### src/rtl/lc3b_types.sv
// Shared LC-3b datapath types used by the memory-access stage.
package lc3b_types;

    typedef logic [15:0] lc3b_word;

    // Memory-access sequencer states; FIRST/SECOND are the two possible
    // data-memory transactions (SECOND only used by LDI/STI).
    typedef enum logic [1:0] {
        IDLE   = 2'd0,
        FIRST  = 2'd1,
        SECOND = 2'd2,
        DONE   = 2'd3
    } lc3b_mem_state;

endpackage

### src/rtl/mem_byte_align.sv
// Byte-lane steering for data-memory accesses: byte enables, store-data
// replication and load-result extraction. Purely combinational.
module mem_byte_align
    import lc3b_types::*;
(
    input  logic       byte_mode,
    input  logic       addr_lsb,
    input  lc3b_word   store_data,
    input  lc3b_word   rdata,
    output logic [1:0] byte_enable,
    output lc3b_word   wdata,
    output lc3b_word   load_data
);

    // Word accesses use both lanes untouched; byte accesses pick one lane
    // and replicate the low store byte so either lane sees it.
    always_comb begin
        byte_enable = 2'b11;
        wdata       = store_data;
        load_data   = rdata;
        if (byte_mode) begin
            byte_enable = addr_lsb ? 2'b10 : 2'b01;
            wdata       = {store_data[7:0], store_data[7:0]};
            load_data   = addr_lsb ? {8'h00, rdata[15:8]} : {8'h00, rdata[7:0]};
        end
    end

endmodule

### src/rtl/mem_access_stage.sv
// LC-3b MEM stage controller: sequences data memory for LDR/STR/LDB/STB
// and the two-transaction LDI/STI, stalling the pipeline while busy.
module mem_access_stage
    import lc3b_types::*;
(
    input  logic        clk,
    input  logic        rst_n,
    input  logic        mem_read_in,
    input  logic        mem_write_in,
    input  logic        is_ldi_in,
    input  logic        is_sti_in,
    input  logic        is_ldb_stb_in,
    input  logic [15:0] mem_addr_in,
    input  logic [15:0] store_data_in,
    output logic [15:0] dmem_address,
    output logic [15:0] dmem_wdata,
    output logic        dmem_read,
    output logic        dmem_write,
    output logic [1:0]  dmem_byte_enable,
    input  logic [15:0] dmem_rdata,
    input  logic        dmem_resp,
    output logic [15:0] mem_rdata_out,
    output logic        stall_pipeline
);

    lc3b_mem_state state_q, state_d;
    lc3b_word      ptr_q, ptr_d;
    lc3b_word      data_q, data_d;
    lc3b_word      addr_raw;
    lc3b_word      load_data;
    logic          req;
    logic          byte_mode;
    logic          indirect;

    assign req      = mem_read_in | mem_write_in;
    assign indirect = is_ldi_in | is_sti_in;
    // Pointer fetch and pointer target are always word accesses.
    assign byte_mode = (state_q == FIRST) & is_ldb_stb_in;
    assign addr_raw  = (state_q == SECOND) ? ptr_q : mem_addr_in;

    // Word accesses are forced to an even address.
    always_comb begin
        dmem_address = byte_mode ? addr_raw : {addr_raw[15:1], 1'b0};
    end

    mem_byte_align u_align (
        .byte_mode   (byte_mode),
        .addr_lsb    (addr_raw[0]),
        .store_data  (store_data_in),
        .rdata       (dmem_rdata),
        .byte_enable (dmem_byte_enable),
        .wdata       (dmem_wdata),
        .load_data   (load_data)
    );

    // Next-state, strobes, stall and result/pointer capture.
    always_comb begin
        state_d        = state_q;
        ptr_d          = ptr_q;
        data_d         = data_q;
        dmem_read      = 1'b0;
        dmem_write     = 1'b0;
        stall_pipeline = 1'b0;
        unique case (state_q)
            IDLE: begin
                if (req) begin
                    stall_pipeline = 1'b1;
                    state_d        = FIRST;
                end
            end
            FIRST: begin
                stall_pipeline = 1'b1;
                // STI first reads the pointer, so it is a read here.
                dmem_read  = mem_read_in | is_sti_in;
                dmem_write = mem_write_in & ~is_sti_in;
                if (dmem_resp) begin
                    if (indirect) begin
                        ptr_d   = dmem_rdata;
                        state_d = SECOND;
                    end else begin
                        // Stores leave the previous load result in place.
                        if (mem_read_in) data_d = load_data;
                        state_d = DONE;
                    end
                end
            end
            SECOND: begin
                stall_pipeline = 1'b1;
                dmem_read      = is_ldi_in;
                dmem_write     = is_sti_in;
                if (dmem_resp) begin
                    if (is_ldi_in) data_d = load_data;
                    state_d = DONE;
                end
            end
            DONE: begin
                // Pipeline advances on this edge; return to IDLE regardless.
                state_d = IDLE;
            end
            default: state_d = IDLE;
        endcase
    end

    // State, pointer and load-result registers.
    always_ff @(posedge clk or negedge rst_n) begin
        if (!rst_n) begin
            state_q <= IDLE;
            ptr_q   <= '0;
            data_q  <= '0;
        end else begin
            state_q <= state_d;
            ptr_q   <= ptr_d;
            data_q  <= data_d;
        end
    end

    assign mem_rdata_out = data_q;

endmodule

### config.mk
export PLATFORM = sky130hd
export DESIGN_NAME = mem_access_stage
export DESIGN_NICKNAME = d
export VERILOG_FILES = /design/src/rtl/lc3b_types.sv /design/src/rtl/mem_byte_align.sv /design/src/rtl/mem_access_stage.sv
export SDC_FILE = /design/constraint.sdc
export NUM_CORES = 1
export LEC_CHECK = 0
export ABC_AREA = 0
export CORE_MARGIN = 2
export CORE_UTILIZATION = 40
export CTS_BUF_LIST = sky130_fd_sc_hd__clkbuf_4
export DETAILED_ROUTE_END_ITERATION = 10
export PLACE_DENSITY_LB_ADDON = 0.25
export SYNTH_ARGS = -nofsm -noshare
export SYNTH_HDL_FRONTEND = slang
export SYNTH_HIERARCHICAL = 1
export SYNTH_SLANG_ARGS = --single-unit
### constraint.sdc
create_clock -name clk -period 2.7 [get_ports clk]
set_clock_uncertainty 0.1 [all_clocks]
set_input_delay 0.27 -clock clk [delete_from_list [all_inputs] [get_ports clk]]
set_output_delay 0.27 -clock clk [all_outputs]
set_load 0.1 [all_outputs]
==> flow_summary_export.csv, run 1 <==
group,metric,value,unit
layout,seqCellArea,851,um^2
timing,timing.final.crit_share,93.3,%
synthesis,synth_seq_cells,34,
timing,fin_tns_setup,0,ps
route,wirelength,5.16,mm
synthesis,synth.top_cell.area_share,38.0,%
grt,antenna_found_initial,0,
clock_tree,numCtsBuffers,5,
synthesis,synth_edf_count,0,
layout,multiInputGateArea,0.00116,mm^2
synthesis,yosysWarningCount,6,
floorplanning,coreArea,0.00544,mm^2
floorplanning,num_rows,27,
layout,final_cell_mix,"clkdlybuf4s50_1 (54), mux2_2 (45), dfrtp_1 (34)",
synthesis,syn_area,0.00224,mm^2
timing,max_freq,397,MHz
clock_tree,cts_tree,"done",
layout,diodes,0,
placed_design,io_buffers,108,
critical_path,endpoint_kind,"output pin",
synthesis,yosysTopAreaCell,"dfrtp_1",
route,drtAntennaViolNets,0,
critical_path,timing.rr.start,"state_q[0]$_DFFE_PN0P_",
grt,grt_pass1_vias,1752,
clock_tree,clockRootBuffer,"clkbuf_4",
layout,fillers,437,
critical_path,cp.required,2330,ps
route,wl_per_cell,15.4,um
placed_design,dpl_cell_area,0.00343,mm^2
clock_tree,htree_levels,2,
grt,grt_max_degree,35,
layout,drive_gt1_share,53.0,%
floorplanning,io_pins,109,
critical_path,arrival,2150,ps
critical_path,crit_path_max_fanout,19,
timing,tightest_slew,749,ps
timing,hold_viol,0,
grt,grt_overflow_total,0,
critical_path,r2r_slack,410,ps
min_path,hold_path_class,"reg -> reg",
clock_tree,cts_setup_buffers,0,
synthesis,synth_seq_area_share,38.0,%
critical_path,crit_type,"reg -> out",
synthesis,synthArstFlopShare,100,%
timing,final.min_clock_period,2520,ps
clock_tree,clk_pin_slew_worst_paths,80,ps
route,drtPass1Iterations,4,
critical_path,r2r_cells,7,
layout,fin_nets,327,
floorplanning,initial_utilization,41.2,%
timing,max-slew-margin-rel,50.1,%
grt,track_usage,17.4,%
floorplanning,die_y,78.8,um
route,vias_per_cell,4.84,
layout,stdcell_area,0.00349,mm^2
floorplanning,fp.dieW,78.8,um
route,drt_iter0_markers,29,
layout,synthToLayoutAreaGrowth,56.0,%
min_path,worstHoldEndpoint,"ptr_q[1]$_DFFE_PN0P_",
min_path,hold_start,"ptr_q[1]$_DFFE_PN0P_",
synthesis,synth_nets,235,
layout,post-route-util,64.2,%
status,outcome,"completed",
route,drc,0,
floorplanning,die_area,0.00621,mm^2
timing,finalSetupViolCount,0,
placed_design,dp_hpwl,4.16,mm
synthesis,avgSynthCellArea,13.0,um^2
clock_tree,cts.path.max_buffers,2,
synthesis,yosys_most_used_dff,"dfrtp_1",
timing,rsz0062_at_grt,"false",
grt,grt_pass1_wl,8.43,mm
route,vias,1626,
clock_tree,worstSkewPairLatency,320,ps
timing,maxSlewViolCount,0,
critical_path,r2r_end,"mem_rdata_out[1]$_DFFE_PN0P_",
job,maxCapViolCount,0,
placed_design,gp_congestion,0.766,
synthesis,synth_area_leaders,"dfrtp_1 (38%), mux2_2 (23%), mux2_4 (13%), buf_4 (7.7%), ha_1 (3.9%)",
min_path,hold_depth,1,
layout,final_common_cell,"clkdlybuf4s50_1",
critical_path,worst_setup_path_start_kind,"flip-flop",
synthesis,netlist-cell-type-count,29,
synthesis,netlist_instances,172,
clock_tree,clkSinkCount,34,
==> cells in the mapped netlist (2+ instances only) <==
library cell and number:
mux2_2 45, buf_4 23, nand2_1 2, nand2b_1 3
dfrtp_1 34, ha_1 7, mux2_4 19, o21ai_0 4
nor2b_1 8, a21oi_1 3, buf_6 4, inv_1 3
==> layer usage <==
layer  vias up  part of all wire [%]  global-route usage (%)
met5         -                     0                       0
met4         0                  0.56                    4.56
met3         2                   8.6                    5.57
met2        71                    51                    31.5
met1       787                    39                    19.7
li1        766                     -                       -
==> how the worst max path moves through the flow <==
stage | startpoint | endpoint | slack (ps) | cells past startpoint
6_report | state_q[1]$_DFFE_PN0P_ | dmem_wdata[15] | 180 | 5
5_1_grt | state_q[1]$_DFFE_PN0P_ | dmem_wdata[15] | 60 | 5
4_1_cts | state_q[1]$_DFFE_PN0P_ | dmem_wdata[15] | 20 | 5
3_5_place_dp | state_q[1]$_DFFE_PN0P_ | mem_rdata_out[7]$_DFFE_PN0P_ | 330 | 6
3_3_place_gp | state_q[1]$_DFFE_PN0P_ | mem_rdata_out[6]$_DFFE_PN0P_ | 440 | 6
2_1_floorplan | state_q[0]$_DFFE_PN0P_ | stall_pipeline | 10 | 4
==> metrics by stage <==
step	hold slack, ps	instances	worst slack [ps]
CTS	410	336	24.3
global placement	292	328	435
detailed placement	288	328	331
floorplan	-126	172	11.0
finish	409	336	180
global route	419	336	64.7
==> critical path, cell delays in order (launching register included) <==
cell	delay (ps)
dfrtp_1	450
inv_1	150
ha_1	300
and2_4	370
mux2_2	410
buf_12	170
==> area by class of cell <==
cell class              instances  area share [%]
repair buffers                114            38.1
multi-input cells             106            33.2
flip-flops and latches         34            24.4
well taps                      72            2.58
clock buffers                   6            1.29
inverters                       3           0.322
clock inverters                 1           0.215
==> cells by family (layout without fill, tap and decap cells) <==
group / Yosys count / count (layout) / synth area share [%]
AO/OA/AOI/OAI: 13 / 13 / 4.81
adder cells (fa/ha/maj): 7 / 7 / 3.91
buffers and inverters: 32 / 124 / 10.6
flip-flops: 34 / 34 / 38.0
multiplexers: 64 / 64 / 35.4
AND/OR/NAND/NOR: 22 / 22 / 7.27
==> timing repair <==
item | in CTS | in global routing
hold endpoints to repair | 34 | 0
setup endpoints to repair | 0 | 8
hold buffers | 1 | 0
gates resized for setup | 0 | 1
==> registers in the layout (all words and copies together) (netlist names) <==
register       count
mem_rdata_out     16
ptr_q             16
state_q            2
Power of run 1 is not shown: default switching activity piles up to over one toggle a cycle in this logic, so the estimate is an artifact.
==> run 2: changes to the inputs <==
- CORE_MARGIN: 2 -> unset
==> flow_summary_export.csv, run 2 (synthesized netlist as in run 1, its figures left out) <==
group,metric,value,unit
clock_tree,clkSinkCount,34,
timing,finalSetupViolCount,0,
clock_tree,clockRootBuffer,"clkbuf_4",
grt,grt_pass1_vias,1756,
critical_path,endpoint_kind,"output pin",
clock_tree,numCtsBuffers,5,
route,drtAntennaViolNets,0,
layout,final_common_cell,"clkdlybuf4s50_1",
timing,max_freq,395,MHz
grt,grt_overflow_total,0,
floorplanning,num_rows,26,
floorplanning,io_pins,109,
route,wl_per_cell,15.3,um
timing,rsz0062_at_grt,"false",
route,drt_iter0_markers,32,
timing,max-slew-margin-rel,70.7,%
clock_tree,cts_tree,"done",
route,vias,1620,
layout,fin_nets,328,
route,wirelength,5.14,mm
job,maxCapViolCount,0,
route,drc,0,
clock_tree,ctsResizeCount,0,
layout,fillers,390,
critical_path,crit_path_max_fanout,10,
placed_design,gp_congestion,0.801,
min_path,hold_path_class,"in -> async",
floorplanning,fp.dieW,76.8,um
placed_design,io_buffers,108,
clock_tree,worstSkewPairLatency,350,ps
status,outcome,"completed",
clock_tree,htree_levels,2,
critical_path,cp.required,2330,ps
timing,timing.final.crit_share,93.7,%
placed_design,dp_hpwl,4.03,mm
timing,hold_viol,0,
floorplanning,die_area,0.00590,mm^2
layout,diodes,0,
clock_tree,hold_buffers,0,
grt,grt_max_degree,35,
layout,synthToLayoutAreaGrowth,58.7,%
grt,grt_pass1_wl,8.61,mm
route,drtPass1Iterations,4,
timing,fin_tns_setup,0,ps
critical_path,worst_setup_path_start_kind,"flip-flop",
floorplanning,initial_utilization,42.7,%
layout,drive_gt1_share,53.4,%
clock_tree,clk_pin_slew_worst_paths,130,ps
route,vias_per_cell,4.82,
clock_tree,cts.path.max_buffers,2,
timing,tightest_slew,440,ps
timing,maxSlewViolCount,0,
critical_path,arrival,2160,ps
critical_path,r2r_cells,7,
critical_path,r2r_slack,400,ps
floorplanning,coreArea,0.00524,mm^2
grt,track_usage,18.7,%
floorplanning,die_y,76.8,um
critical_path,crit_type,"reg -> out",
layout,final_cell_mix,"clkdlybuf4s50_1 (55), mux2_2 (45), dfrtp_1 (34)",
timing,final.min_clock_period,2530,ps
grt,antenna_found_initial,0,
clock_tree,cts_setup_buffers,0,
## run 2: worst paths after layout
kind / end / from
max: dmem_wdata[9] / state_q[1]$_DFFE_PN0P_
min: ptr_q[8]$_DFFE_PN0P_ / rst_n
max reg2reg: mem_rdata_out[2]$_DFFE_PN0P_ / state_q[0]$_DFFE_PN0P_
min reg2reg: ptr_q[5]$_DFFE_PN0P_ / ptr_q[5]$_DFFE_PN0P_
max in group asynchronous: ptr_q[12]$_DFFE_PN0P_ / rst_n
min in group clk: ptr_q[5]$_DFFE_PN0P_ / ptr_q[5]$_DFFE_PN0P_
## run 2: final cells by class
cell class                 instances  area, um^2  area share (%)
tap                               70        87.6            2.47
timing repair buffer             115        1340            37.7
clock inverter                     3        68.8            1.94
sequential                        34         851            24.0
clock buffer                       5        37.5            1.06
multi-input combinational        106        1160            32.6
inverter                           3        11.3           0.317
## run 2: worst max-delay path, stage by stage (launching register included)
cell and delay (ps):
dfrtp_1 460, inv_1 150, ha_1 270, and2_2 190
buf_4 180, mux2_2 380, buf_12 170
## run 2: metal layers
metal / GRT usage (%) / routed length [um] / up-vias
li1: - / - / 765
met1: 21.2 / 2020 / 766
met2: 33.1 / 2620 / 83
met3: 5.36 / 426 / 6
met4: 6.73 / 68 / 0
met5: 0 / 0 / -
## run 2: through the flow
stage | cell area [um^2] | hold slack, ps | setup slack [ps] | cells | util, %
floorplan | 2250 | -126 | 11.0 | 172 | -
global placement | 3450 | 382 | 471 | 328 | 65.8
detailed placement | 3450 | 390 | 421 | 328 | 65.8
CTS | 3550 | 223 | 157 | 336 | 67.8
global route | 3550 | 255 | 11.6 | 336 | 67.8
finish | 3550 | 212 | 170 | 336 | 67.8
Power of run 2 is left out for the same reason.
==> run 3: changes to the inputs <==
- CORE_UTILIZATION: 40 -> 30
==> flow_summary_export.csv, run 3 (synthesized netlist as in run 1, its figures left out) <==
group,metric,value,unit
status,outcome,"completed",
grt,antenna_found_initial,0,
placed_design,gp_congestion,0.756,
clock_tree,numCtsBuffers,5,
layout,final_cell_mix,"clkdlybuf4s50_1 (54), mux2_2 (45), dfrtp_1 (34)",
clock_tree,worstSkewPairLatency,330,ps
layout,stdcell_area,0.00351,mm^2
grt,grt_max_degree,35,
critical_path,r2r_end,"mem_rdata_out[5]$_DFFE_PN0P_",
timing,fin_tns_setup,0,ps
timing,final.min_clock_period,2520,ps
route,wl_met1,2.12,mm
route,vias,1609,
critical_path,r2r_slack,310,ps
critical_path,arrival,2150,ps
grt,grt_pass1_wl,8.06,mm
critical_path,critical_path.cell_chain,"inv_1 > ha_1 > buf_4 > mux2_2 > buf_12",
clock_tree,cts_tree,"done",
clock_tree,clkSinkCount,34,
route,route.met2.wl,2.48,mm
clock_tree,cts_setup_buffers,0,
timing,hold_viol,0,
layout,final_cells,362,
critical_path,crit_path_max_fanout,13,
timing,tightest_slew,756,ps
floorplanning,coreArea,0.00721,mm^2
floorplanning,num_rows,31,
route,vias_per_cell,4.44,
timing,max_freq,397,MHz
route,drtPass1Iterations,4,
layout,post-route-util,48.7,%
timing,max-slew-margin-rel,49.6,%
critical_path,crit_slowest_cell,"dfrtp_1",
layout,diodes,0,
floorplanning,die_area,0.00781,mm^2
layout,synthToLayoutAreaGrowth,56.9,%
layout,fin_nets,325,
min_path,hold_depth,1,
timing,rsz0062_at_grt,"false",
critical_path,timing.rr.start,"state_q[0]$_DFFE_PN0P_",
job,maxCapViolCount,0,
critical_path,cp.required,2330,ps
grt,track_usage,13.7,%
critical_path,r2r_cells,7,
critical_path,endpoint_kind,"output pin",
grt,grt_pass1_vias,1609,
route,drc,0,
route,drt_iter0_markers,21,
critical_path,crit_type,"reg -> out",
timing,timing.final.crit_share,93.4,%
route,met3_length,541,um
route,top_layer_used,"met4",
critical_path,max_stage_delay,460,ps
floorplanning,io_pins,109,
critical_path,worst_setup_path_start_kind,"flip-flop",
floorplanning,die_y,88.4,um
placed_design,io_buffers,108,
clock_tree,htree_levels,2,
floorplanning,fp.dieW,88.4,um
clock_tree,cts.path.max_buffers,2,
placed_design,dp_hpwl,3.98,mm
placed_design,place_inst,353,
route,drtAntennaViolNets,0,
clock_tree,clockRootBuffer,"clkbuf_4",
route,wl_per_cell,14.3,um
grt,grt_overflow_total,0,
placed_design,dpl_cell_area,0.00345,mm^2
min_path,hold_start,"ptr_q[4]$_DFFE_PN0P_",
timing,maxSlewViolCount,0,
clock_tree,clk_pin_slew_worst_paths,100,ps
timing,finalSetupViolCount,0,
critical_path,path_delay_family,"buffers and inverters",
route,wirelength,5.18,mm
floorplanning,initial_utilization,31.0,%
min_path,hold_path_class,"reg -> reg",
min_path,worstHoldEndpoint,"ptr_q[4]$_DFFE_PN0P_",
layout,drive_gt1_share,52.5,%
layout,final_common_cell,"clkdlybuf4s50_1",
critical_path,cp_num_buf_inv,3,
## run 3: through the flow
| stage | hold WS, ps | setup WS, ps |
|---|---|---|
| floorplan | -126 | 11.0 |
| global placement | 294 | 364 |
| detailed placement | 293 | 266 |
| CTS | 415 | 122 |
| global route | 432 | 36.7 |
| finish | 407 | 179 |
## run 3: how the worst max path moves through the flow
| stage | startpoint | to | cells past startpoint |
|---|---|---|---|
| 4_1_cts | state_q[0]$_DFFE_PN0P_ | dmem_address[12] | 5 |
| 2_1_floorplan | state_q[0]$_DFFE_PN0P_ | stall_pipeline | 4 |
| 3_3_place_gp | state_q[0]$_DFFE_PN0P_ | mem_rdata_out[5]$_DFFE_PN0P_ | 7 |
| 3_5_place_dp | state_q[0]$_DFFE_PN0P_ | mem_rdata_out[3]$_DFFE_PN0P_ | 7 |
| 5_1_grt | state_q[0]$_DFFE_PN0P_ | dmem_address[2] | 5 |
| 6_report | state_q[0]$_DFFE_PN0P_ | dmem_address[11] | 5 |
## run 3: cell type report
type                       instances  area, um^2
fill                             672        3700
timing repair buffer             112        1310
multi-input combinational        106        1160
sequential                        34         851
tap                               99         124
clock buffer                       6        45.0
inverter                           3        11.3
clock inverter                     2        8.76
## run 3: metal layers
layer | vias up | GRT usage [%]
met5 | - | 0
met4 | 0 | 4.84
met3 | 4 | 4.38
met2 | 76 | 23.0
met1 | 771 | 16.4
li1 | 758 | -
## run 3: timing repair
item | CTS | global route
hold buffers | 1 | 0
setup endpoints to repair | 1 | 0
resized for setup | 1 | 0
hold endpoints to repair | 34 | 0
Power of run 3 is left out for the same reason.
